==> src/rtl/ex_mem_stage.sv <==
// EX/MEM pipeline stage with valid/ready handshake and a two-entry skid buffer.
// The head ("main") entry drives the MEM_* outputs. The skid entry catches the
// one extra instruction that EX may push while MEM stalls, so that EX_ready can
// come straight from a flop and still allow full throughput.
// Side-effect control bits are masked while the head entry holds no valid
// instruction. A saturating counter records stalled cycles for debug.
module ex_mem_stage #(
    parameter int                   NB_PC            = 32,
    parameter int                   NB_DATA          = 32,
    parameter int                   NB_REG           = 5,
    parameter int                   NB_CTRL          = 9,
    parameter int                   NB_CNT           = 16,
    parameter logic [NB_CTRL-1:0]   SIDE_EFFECT_MASK = 9'b0_0001_1101
) (
    input  logic                    i_clock,
    input  logic                    i_reset_n,
    input  logic                    i_flush,

    input  logic                    EX_valid,
    output logic                    EX_ready,
    input  logic [NB_CTRL-1:0]      EX_ctrl,
    input  logic [NB_PC-1:0]        EX_branch_addr,
    input  logic                    EX_zero,
    input  logic [NB_DATA-1:0]      EX_alu_result,
    input  logic [NB_DATA-1:0]      EX_data_a,
    input  logic [NB_REG-1:0]       EX_selected_reg,
    input  logic [NB_PC-1:0]        EX_pc,

    output logic                    MEM_valid,
    input  logic                    MEM_ready,
    output logic [NB_CTRL-1:0]      MEM_ctrl,
    output logic [NB_PC-1:0]        MEM_branch_addr,
    output logic                    MEM_zero,
    output logic [NB_DATA-1:0]      MEM_alu_result,
    output logic [NB_DATA-1:0]      MEM_data_a,
    output logic [NB_REG-1:0]       MEM_selected_reg,
    output logic [NB_PC-1:0]        MEM_pc,

    output logic [NB_CNT-1:0]       o_stall_count
);

    // The whole EX bundle travels as one flat vector. The field order must
    // match the unpacking onto the MEM_* outputs below.
    localparam int NB_PAY = NB_CTRL + NB_PC + 1 + NB_DATA + NB_DATA + NB_REG + NB_PC;

    logic [NB_PAY-1:0]  inPay;
    logic [NB_PAY-1:0]  mainPay_q;
    logic [NB_PAY-1:0]  mainPay_d;
    logic [NB_PAY-1:0]  skidPay_q;
    logic [NB_PAY-1:0]  skidPay_d;
    logic               mainValid_q;
    logic               mainValid_d;
    logic               skidValid_q;
    logic               skidValid_d;
    logic [NB_CNT-1:0]  stallCount_q;
    logic [NB_CNT-1:0]  stallCount_d;

    logic               acceptIn;
    logic               releaseOut;
    logic [NB_CTRL-1:0] mainCtrl;

    assign inPay = {EX_ctrl, EX_branch_addr, EX_zero, EX_alu_result,
                    EX_data_a, EX_selected_reg, EX_pc};

    assign {mainCtrl, MEM_branch_addr, MEM_zero, MEM_alu_result,
            MEM_data_a, MEM_selected_reg, MEM_pc} = mainPay_q;

    // Ready depends only on skid occupancy. MEM_ready never reaches EX_ready
    // combinationally, so the ready chain through the pipeline stays short.
    assign EX_ready   = !skidValid_q;
    assign MEM_valid  = mainValid_q;
    assign acceptIn   = EX_valid && EX_ready;
    assign releaseOut = mainValid_q && MEM_ready;

    // Bubbles must not write registers or memory, or resolve branches. Other
    // control bits are harmless, so they keep showing the stale payload.
    assign MEM_ctrl = mainValid_q ? mainCtrl : (mainCtrl & ~SIDE_EFFECT_MASK);

    assign o_stall_count = stallCount_q;

    // Next-state for the two entries. The main entry always holds the oldest
    // instruction. The skid entry fills only while main is stalled.
    always_comb begin
        mainValid_d = mainValid_q;
        skidValid_d = skidValid_q;
        mainPay_d   = mainPay_q;
        skidPay_d   = skidPay_q;

        if (i_flush) begin
            // A squash drops everything, including a same-cycle accept.
            // Payload contents are left stale because they are gated by
            // the valid bits.
            mainValid_d = 1'b0;
            skidValid_d = 1'b0;
        end else if (!mainValid_q) begin
            if (acceptIn) begin
                mainPay_d   = inPay;
                mainValid_d = 1'b1;
            end
        end else if (releaseOut) begin
            if (skidValid_q) begin
                mainPay_d   = skidPay_q;
                skidValid_d = 1'b0;
            end else if (acceptIn) begin
                mainPay_d   = inPay;
            end else begin
                mainValid_d = 1'b0;
            end
        end else if (acceptIn) begin
            skidPay_d   = inPay;
            skidValid_d = 1'b1;
        end
    end

    // The stall counter sticks at all-ones so that a long hang remains
    // visible. A flush does not clear it; only reset does.
    always_comb begin
        stallCount_d = stallCount_q;
        if (mainValid_q && !MEM_ready && (stallCount_q != {NB_CNT{1'b1}})) begin
            stallCount_d = stallCount_q + 1'b1;
        end
    end

    // State registers. Payloads are also reset, so MEM_* never shows X.
    always_ff @(posedge i_clock or negedge i_reset_n) begin
        if (!i_reset_n) begin
            mainValid_q  <= 1'b0;
            skidValid_q  <= 1'b0;
            mainPay_q    <= '0;
            skidPay_q    <= '0;
            stallCount_q <= '0;
        end else begin
            mainValid_q  <= mainValid_d;
            skidValid_q  <= skidValid_d;
            mainPay_q    <= mainPay_d;
            skidPay_q    <= skidPay_d;
            stallCount_q <= stallCount_d;
        end
    end

endmodule

==> config.mk <==
export PLATFORM = sky130hd
export DESIGN_NAME = ex_mem_stage
export DESIGN_NICKNAME = d
export VERILOG_FILES = /design/src/rtl/ex_mem_stage.sv
export SDC_FILE = /design/constraint.sdc
export NUM_CORES = 1
export LEC_CHECK = 0
export BUFFER_PORTS_ARGS = -buffer_cell sky130_fd_sc_hd__buf_2
export CAP_MARGIN = 20
export CORE_UTILIZATION = 50
export DETAILED_ROUTE_END_ITERATION = 7
export PLACE_DENSITY = 0.81
export SYNTH_ARGS = -nofsm -noshare
export SYNTH_HDL_FRONTEND = slang
export SYNTH_SLANG_ARGS = --single-unit
==> constraint.sdc <==
create_clock -name i_clock -period 2.1 [get_ports i_clock]
set_input_delay 0.525 -clock i_clock [delete_from_list [all_inputs] [get_ports i_clock]]
set_output_delay 0.525 -clock i_clock [all_outputs]
set_load 0.05 [all_outputs]
==> reports/summary.txt <==
Outcome - complete, no violations
Crit path max-delay family - buffers and inverters
Gp weighted congestion - 0.8662
Crit path capture type - output pin
Post-DP HPWL - 20100 um
Post-synth EDFFs - 0
Met1 wire length - 12960 um
Buf+Inv Stages, Crit Path - 2
Commonest register cell after synthesis - dfrtp_1
Largest net degree at the start of global routing - 95
Slowest-stage cell, CP - dfrtp_1
Fillers - 2105
ANT nets after route - 0
Initial DRC count - 531
Sequential cell area - 0.007607 sq mm
Initial core utilization - 51.00%
Achievable Freq - 0.4994 GHz
R2r setup slk - 0.21 ns
Flops & latches, synth - 304
Vias in the first global route - 9585
Most frequent cells in the layout - dfrtp_1, buf_2, o22ai_1
H-Tree Level Count - 2
Final Critical Period - 2.002 ns
Critical path, cell by cell - buf_4 -> and2_1 -> clkbuf_4
Post-synthesis sequential area ratio - 55.19%
DRC - 0
Final #Nets - 1338
Hold Fails Final Rpt - 0
Critical path class - flip-flop to output pin
Share of cells above drive strength 1 - 48.93%
Via density - 5.833
Clk Tree Root Cell - clkbuf_16
Synth Area per Inst - 13.40 sq um
Rows - 60
Setup TNS - 0 ns
Vias - 9076
IO Pins - 309
HP Class - primary input to flip-flop
Leakage - 7.082 nW
Non-filler cells, final - 1556
Final setup vio count - 0
Synth unique cells - 44
Commonest non-fill, non-tap cell in the layout - dfrtp_1
Maximum clock path buffer count - 3
Clock sink count - 304
Routed wire length - 31390 um
Routed WL per cell - 20.17 um
Crit share post-route - 95.34%
Total iterations of the first detailed-routing run - 5
Initial antenna violation count - 6
TritonCTS Buffers - 34
Largest stage delay on the critical path - 0.39 ns
Syn Std Cell Area - 0.01378 sq mm
Rel. slew slack - 64.58%
Unrepaired setup endpoints after global routing - no
Port bufs - 308
Met2 wire len - 15280 um
TritonCTS clock tree - built
Placeable core area - 0.02703 sq mm
Die height - 168.0 um
Die width - 168.0 um
Clk slew on worst S/H paths - 0.06 ns
Peak supply drop - 0.7438 mV
Tot GR Track Use - 22.32%
Async S/R FF share, synth - 100.0%
MaxCap Viol Count - 0
WP data arrival - 1.48 ns
Wire length on met3 - 2252 um
Dpl cells - 1493
CP max FO - 9
CP required - 1.57 ns
Startpoint types - flip-flop
Multi-input logic area - 0.004732 sq mm
Synth-to-layout area growth - 15.70%
Top sig layer - met5
Pwr dens - 1208 mW/mm^2
First-pass GRT wire length - 50800 um
Remaining global-route overflow - 0
Die ar. - 0.02824 sq mm
Syn Nets - 1178
Post-Synthesis Cells - 1029
Ys Warns - 0
Setup Skew - 0.01785 ns
Worst-margin pin slew - 0.5314 ns
Clk_lat worst skew - 0.50 ns
Final Max Tran Viols - 0
-- layout make-up --
cell class,instances,area share [%]
diodes,5,0.07845
clock buffers,51,6.370
clock inverters,6,0.6982
inverters,3,0.07061
multi-input cells,504,29.67
flip-flops and latches,304,47.70
well taps,341,2.675
repair buffers,342,12.74
-- routing by layer --
| metal | track usage (%) | vias to the layer above |
|---|---|---|
| met5 | 0 | - |
| met4 | 8.696 | 2 |
| met3 | 5.947 | 75 |
| met2 | 36.43 | 327 |
| met1 | 28.42 | 4623 |
| li1 | - | 4049 |
-- final timing paths --
path | from | endpoint | depth (start not counted)
worst max-delay path | MEM_valid$_DFF_PN0_ | MEM_ctrl[4] | 3
worst min-delay path | MEM_ready | skidValid_q$_DFFE_PN0P_ | 2
worst max register to register | skidValid_q$_DFFE_PN0P_ | mainPay_q[35]$_DFFE_PN0P_ | 6
worst min register to register | skidPay_q[75]$_DFFE_PN0P_ | skidPay_q[75]$_DFFE_PN0P_ | 1
max in group asynchronous | i_reset_n | skidPay_q[113]$_DFFE_PN0P_ | 3
min in group asynchronous | i_reset_n | skidPay_q[11]$_DFFE_PN0P_ | 2
-- flip-flops by register name (all words and copies together) (netlist names) --
name / cells
MEM_valid: 1
skidPay_q: 143
mainPay_q: 143
o_stall_count: 16
skidValid_q: 1
-- synth_stat cells (2+ instances only) --
library cell | n | share of area [%]
nor2_1 | 2 | 0.054
nand4_1 | 5 | 0.23
o22ai_1 | 143 | 6.5
a2bb2oi_2 | 70 | 7.6
nand3_1 | 5 | 0.18
buf_6 | 8 | 0.65
buf_1 | 2 | 0.054
clkbuf_1 | 35 | 0.95
xnor2_1 | 2 | 0.13
and4_1 | 2 | 0.13
buf_4 | 146 | 8.0
and2_1 | 5 | 0.23
xor2_1 | 5 | 0.32
mux2i_1 | 3 | 0.22
a41oi_1 | 2 | 0.13
a2bb2oi_1 | 73 | 4.6
mux2_2 | 123 | 10
inv_1 | 3 | 0.082
buf_2 | 27 | 0.98
nor3_1 | 3 | 0.11
nand2_1 | 8 | 0.22
a21oi_1 | 12 | 0.44
dfrtp_1 | 304 | 55
mux2_1 | 21 | 1.7
-- where the power goes --
part	switching, mW	internal, mW	total (mW)
registers	0.840	7.22	8.06
logic	3.31	1.93	5.24
clock network	2.28	3.70	5.97
-- cells by family (layout without fill, tap and decap cells) --
logic type | count (synthesis) | after routing | synth area share, %
adder cells (fa/ha/maj) | 1 | 1 | 0.09075
multiplexers | 147 | 147 | 11.98
AO/OA/AOI/OAI | 307 | 307 | 19.68
flip-flops | 304 | 304 | 55.19
XOR/XNOR | 7 | 7 | 0.4448
buffers and inverters | 221 | 402 | 10.67
AND/OR/NAND/NOR | 42 | 42 | 1.943
other | 0 | 5 | 0
-- what timing repair did --
item	in CTS	in global routing
endpoints found under the hold margin	36	0
gates resized for setup	0	4
hold buffers	1	0
setup buffers	0	0
setup endpoints to repair	0	4
-- metrics by stage --
stage	power, mW	instance area [sq um]	util (%)	worst slack (ns)	hold slack, ns
final	19.27	15950	59.01	0.09779	0.2553
after global placement	13.19	14790	54.72	0.1208	0.4680
after CTS	19.44	15930	58.93	0.04079	0.2325
after floorplan	12.68	13780	-	0.08378	0.2294
after detailed placement	13.39	14790	54.72	0.1050	0.4710
after global routing	20.04	15950	59.00	0.01214	0.2484
Power figures use the tool's default switching activity.
